[src/rtl/control_pkg.sv]
// Shared types and default sizing for the ack stretcher.
package control_pkg;

  typedef enum logic {
    IDLE = 1'b0,
    HOLD = 1'b1
  } ack_state_t;

  localparam int unsigned DEF_NUM_CH      = 4;
  localparam int unsigned DEF_HOLD_TICKS  = 16;
  localparam int unsigned DEF_SYNC_STAGES = 2;

endpackage

[src/rtl/ack_stretch_ch.sv]
// One ack channel: synchroniser, rise detect, IDLE/HOLD FSM with tick counter
// and sticky overrun flag.
module ack_stretch_ch
  import control_pkg::*;
#(
  parameter int unsigned HOLD_TICKS  = DEF_HOLD_TICKS,
  parameter int unsigned SYNC_STAGES = DEF_SYNC_STAGES
) (
  input  logic clk,
  input  logic rst,
  input  logic tick,
  input  logic ack_in,
  input  logic clr_overrun,
  output logic ack_out,
  output logic overrun
);

  localparam int unsigned CNT_W = $clog2(HOLD_TICKS + 1);

  logic             synced;
  logic             prev;
  logic             rise;
  ack_state_t       state;
  logic [CNT_W-1:0] cnt;

  generate
    if (SYNC_STAGES == 0) begin : g_direct
      assign synced = ack_in;
    end else begin : g_sync
      logic [SYNC_STAGES-1:0] sync_q;
      always_ff @(posedge clk) begin
        if (rst) begin
          sync_q <= '0;
        end else begin
          sync_q[0] <= ack_in;
          for (int unsigned i = 1; i < SYNC_STAGES; i++) begin
            sync_q[i] <= sync_q[i-1];
          end
        end
      end
      assign synced = sync_q[SYNC_STAGES-1];
    end
  endgenerate

  assign rise = synced & ~prev;

  // A retrigger takes priority over both the terminal tick and clr_overrun.
  always_ff @(posedge clk) begin
    if (rst) begin
      prev    <= 1'b0;
      state   <= IDLE;
      cnt     <= '0;
      ack_out <= 1'b0;
      overrun <= 1'b0;
    end else begin
      prev <= synced;
      if (clr_overrun) begin
        overrun <= 1'b0;
      end
      case (state)
        IDLE: begin
          if (rise) begin
            state   <= HOLD;
            cnt     <= CNT_W'(HOLD_TICKS);
            ack_out <= 1'b1;
          end
        end
        HOLD: begin
          if (rise) begin
            cnt     <= CNT_W'(HOLD_TICKS);
            overrun <= 1'b1;
          end else if (tick) begin
            if (cnt == CNT_W'(1)) begin
              state   <= IDLE;
              cnt     <= '0;
              ack_out <= 1'b0;
            end else begin
              cnt <= cnt - CNT_W'(1);
            end
          end
        end
      endcase
    end
  end

endmodule

[src/rtl/control_ack_stretch.sv]
// Multi-channel ack pulse stretcher: each ack_in pulse is held on ack_out for
// HOLD_TICKS sampling ticks so a slower sampling domain cannot miss it.
module control_ack_stretch
  import control_pkg::*;
#(
  parameter int unsigned NUM_CH      = DEF_NUM_CH,
  parameter int unsigned HOLD_TICKS  = DEF_HOLD_TICKS,
  parameter int unsigned SYNC_STAGES = DEF_SYNC_STAGES
) (
  input  logic              clk,
  input  logic              rst,
  input  logic              tick,
  input  logic [NUM_CH-1:0] ack_in,
  input  logic              clr_overrun,
  output logic [NUM_CH-1:0] ack_out,
  output logic [NUM_CH-1:0] overrun,
  output logic              busy
);

  for (genvar i = 0; i < NUM_CH; i++) begin : g_ch
    ack_stretch_ch #(
      .HOLD_TICKS (HOLD_TICKS),
      .SYNC_STAGES(SYNC_STAGES)
    ) u_ch (
      .clk        (clk),
      .rst        (rst),
      .tick       (tick),
      .ack_in     (ack_in[i]),
      .clr_overrun(clr_overrun),
      .ack_out    (ack_out[i]),
      .overrun    (overrun[i])
    );
  end

  assign busy = |ack_out;

endmodule

[config.mk]
export PLATFORM = sky130hd
export DESIGN_NAME = control_ack_stretch
export DESIGN_NICKNAME = d
export VERILOG_FILES = /design/src/rtl/control_pkg.sv /design/src/rtl/ack_stretch_ch.sv /design/src/rtl/control_ack_stretch.sv
export SDC_FILE = /design/constraint.sdc
export NUM_CORES = 1
export LEC_CHECK = 0
export BUFFER_PORTS_ARGS = -buffer_cell sky130_fd_sc_hd__buf_2
export CORE_MARGIN = 3
export CORE_UTILIZATION = 40
export CTS_CLUSTER_SIZE = 14
export DETAILED_ROUTE_END_ITERATION = 10
export SYNTH_ARGS = -nofsm -noshare
export SYNTH_HDL_FRONTEND = slang
export SYNTH_SLANG_ARGS = --single-unit
[constraint.sdc]
create_clock -name clk -period 1.9 [get_ports clk]
set_input_delay 0.57 -clock clk [delete_from_list [all_inputs] [get_ports clk]]
set_output_delay 0.57 -clock clk [all_outputs]
set_load 0.005 [all_outputs]
==> results.py <==
metrics = {
    "routing": {
        "dr.pass1.iters": 4,
        "dr_total_vias": 1503,
        "ant_nets": 0,
        "drc_errors": 0,
        "wl_um": 3640,
        "drt-vias-per-instance": 5.31,
        "drtIter0Drc": 58,
        "wl_per_cell_um": 12.8,
    },
    "logic_synthesis": {
        "synth_top_family_by_area": "simple AND/OR/NAND/NOR gates",
        "synth_top_cell_by_area": "dfxtp_1",
        "netlist_top_cells_area": "dfxtp_1, a21oi_1, nor2b_1, ha_1, buf_4",
        "yosysTopAreaCellShare": 0.459,
        "yosys.area_share.xor_xnor": 0,
        "avgSynthCellArea_um2": 8.93,
        "synth_compound_area_frac": 0.150,
        "netlist_area_um2": 1920,
        "synthSimpleGateAreaFrac": 0.269,
        "synth_seq_cells": 44,
        "syn_inst": 215,
        "synth_mux_area_frac": 0,
        "synthAdderAreaFrac": 0.0522,
        "syn-num-nets": 231,
        "synthDistinctLibCells": 28,
        "ys_seq_area_frac": 0.459,
        "yosysWarnings": 0,
    },
    "clock_network": {
        "hold_buffers": 0,
        "cts-root-buf": "clkbuf_8",
        "clkTransAtPathRegs_ns": 0.08,
        "htree_levels": 2,
        "clk_latency_ns": 0.30,
        "cts_resized": 0,
        "cts_buffer_depth": 2,
        "cts_tree": "built",
        "numCtsBuffers": 5,
        "numClockSinks": 44,
        "cts_setup_buffers": 0,
    },
    "worst_setup_path": {
        "critPathRequiredTime_ns": 1.33,
        "endpoint_kind": "primary output",
        "critical_path_class": "reg2out",
        "crit_fanout": 3,
        "critPathArrivalTime_ns": 1.26,
        "cp-start-kind": "flip-flop",
    },
    "cells_and_area": {
        "n_fill_cell": 447,
        "syn_to_final_growth_pct": 10.3,
        "finalNonFillerCells": 283,
        "final_nets": 246,
        "multi_input_area_um2": 905,
        "antenna_cells": 0,
        "postLayoutCoreUtil": 0.470,
        "drive_above_1_share": 0.156,
        "seqCellArea_um2": 881,
    },
    "floorplan": {
        "pin_count": 17,
        "dieArea_um2": 5670,
        "die_y_um": 75.3,
        "coreArea_um2": 4500,
        "start_util": 0.426,
        "rows": 24,
        "die_w_um": 75.3,
    },
    "grt": {
        "grt_pass1_wl_um": 6400,
        "grt_max_degree": 18,
        "antenna_found_initial": 0,
        "grtUsageTotal": 0.151,
        "met3_usage": 0.0374,
        "grt-busiest-layer": "met2",
        "met1_usage": 0.208,
        "grt_pass1_vias": 1364,
        "grt_use_met2": 0.221,
        "gr-total-overflow": 0,
    },
    "power_and_ir_drop": {
        "ir_drop_v": 0.000473,
        "power_leakage_nw": 0.806,
        "design_power_total_mw": 1.75,
        "pwr_density_cell_nw_per_um2": 825,
    },
    "placed_design": {
        "io_buffers": 16,
        "gp_congestion": 0.847,
        "hpwl_um": 2620,
        "placed_cells": 275,
    },
    "job": {
        "maxCapViolCount": 0,
    },
    "timing": {
        "period_minus_slack_ns": 1.83,
        "drv_slew": 0,
        "tns_ns": 0,
        "relSlewSlack": 0.665,
        "rsz0062_at_grt": "false",
        "hold_viol": 0,
        "finalSetupViolations": 0,
        "max_freq_mhz": 545,
        "fin_crit_sh": 0.965,
        "skew_ns": 0.00183,
        "tightestPinTransition_ns": 0.495,
    },
    "outcome": {
        "status": "complete, no violations",
    },
    "hold_path": {
        "min_path_type": "reg2reg",
    },
}
## synthesized netlist by cell type
| cell | instances |
|---|---|
| buf_2 | 2 |
| nand3_1 | 5 |
| nor2b_1 | 21 |
| or3_1 | 9 |
| clkbuf_1 | 3 |
| or4b_1 | 3 |
| inv_1 | 13 |
| a211oi_1 | 1 |
| or4_1 | 6 |
| or4b_2 | 3 |
| nor4b_1 | 3 |
| o31ai_1 | 2 |
| nand2b_1 | 8 |
| ha_1 | 8 |
| nand2_1 | 12 |
| nor2_1 | 7 |
| a31oi_1 | 5 |
| nand4_1 | 2 |
| and2_1 | 1 |
| a21oi_1 | 27 |
| buf_4 | 8 |
| dfxtp_1 | 44 |
| buf_1 | 1 |
| o21ba_2 | 1 |
| or2_2 | 2 |
| a311oi_1 | 5 |
| o21ai_0 | 9 |
| nor3_1 | 4 |
## where the power goes
group / leakage (nW) / internal (mW) / switching, mW
Clock: 0.0510 / 0.290 / 0.311
Sequential: 0.359 / 0.960 / 0.0330
Combinational: 0.396 / 0.0711 / 0.0801
## worst max-delay path, stage by stage (launching register included)
cell and delay (ns):
dfxtp_1 0.33, or4_1 0.50, buf_2 0.14
## cells by family after synthesis
kind of cell / Yosys count
DFF: 44
adders and majority gates: 8
and+or+nand+nor: 86
AOI/OAI and AO/OA: 50
buffers and inverters: 27
## flip-flops by register name, indices dropped and copies added (netlist names)
name / count
g_ch.u_ch.ack_out: 4
g_ch.u_ch.state: 4
g_ch.u_ch.prev: 4
g_ch.u_ch.g_sync.sync_q: 8
g_ch.u_ch.cnt: 20
g_ch.u_ch.overrun: 4
## layout make-up
cell class,instances,area share
clock buffer,6,0.0390
clock inverter,2,0.00473
inverter,13,0.0230
multi-input combinational,144,0.427
sequential,44,0.416
tap,52,0.0307
timing repair buffer,22,0.0591
## cell usage in the layout (no fill, tap or decap), drive strengths merged, types with 6 or more instances in the layout
| master | Yosys | layout |
|---|---|---|
| dfxtp | 44 | 44 |
| or4 | 6 | 6 |
| buf | 11 | 22 |
| clkbuf | 3 | 6 |
| ha | 8 | 8 |
| or4b | 6 | 6 |
| or3 | 9 | 9 |
| a21oi | 27 | 27 |
| nor2 | 7 | 7 |
| o21ai | 9 | 9 |
| nand2b | 8 | 8 |
| nand2 | 12 | 12 |
| nor2b | 21 | 21 |
| inv | 13 | 13 |
## path summary, 6_finish.rpt
| kind | to | from | slack, ns | cells after the start |
|---|---|---|---|---|
| worst max-delay path | busy | g_ch[3].u_ch.ack_out$_SDFFE_PP0P_ | 0.07 | 2 |
| worst min-delay path | g_ch[1].u_ch.g_sync.sync_q[1]$_SDFF_PP0_ | g_ch[1].u_ch.g_sync.sync_q[0]$_SDFF_PP0_ | 0.44 | 1 |
| worst max register to register | g_ch[0].u_ch.ack_out$_SDFFE_PP0P_ | g_ch[0].u_ch.cnt[1]$_SDFFE_PP0P_ | 0.29 | 5 |
| worst min register to register | g_ch[1].u_ch.g_sync.sync_q[1]$_SDFF_PP0_ | g_ch[1].u_ch.g_sync.sync_q[0]$_SDFF_PP0_ | 0.44 | 1 |
## per-stage QoR
stage                     cell area, um^2  setup slack, ns  hold slack [ns]
after global routing                 2120           0.0313            0.468
after global placement               2020            0.161            0.423
after detailed placement             2020            0.112            0.426
after CTS                            2120           0.0556            0.446
after floorplan                      1920            0.346            0.414
final                                2120           0.0658            0.438
## per-layer routing
layer / wire length (um) / vias to the layer above
met5: 0 / -
met4: 44 / 0
met3: 199 / 4
met2: 1610 / 31
met1: 1780 / 690
li1: - / 778
(Power assumes the default switching activity.)
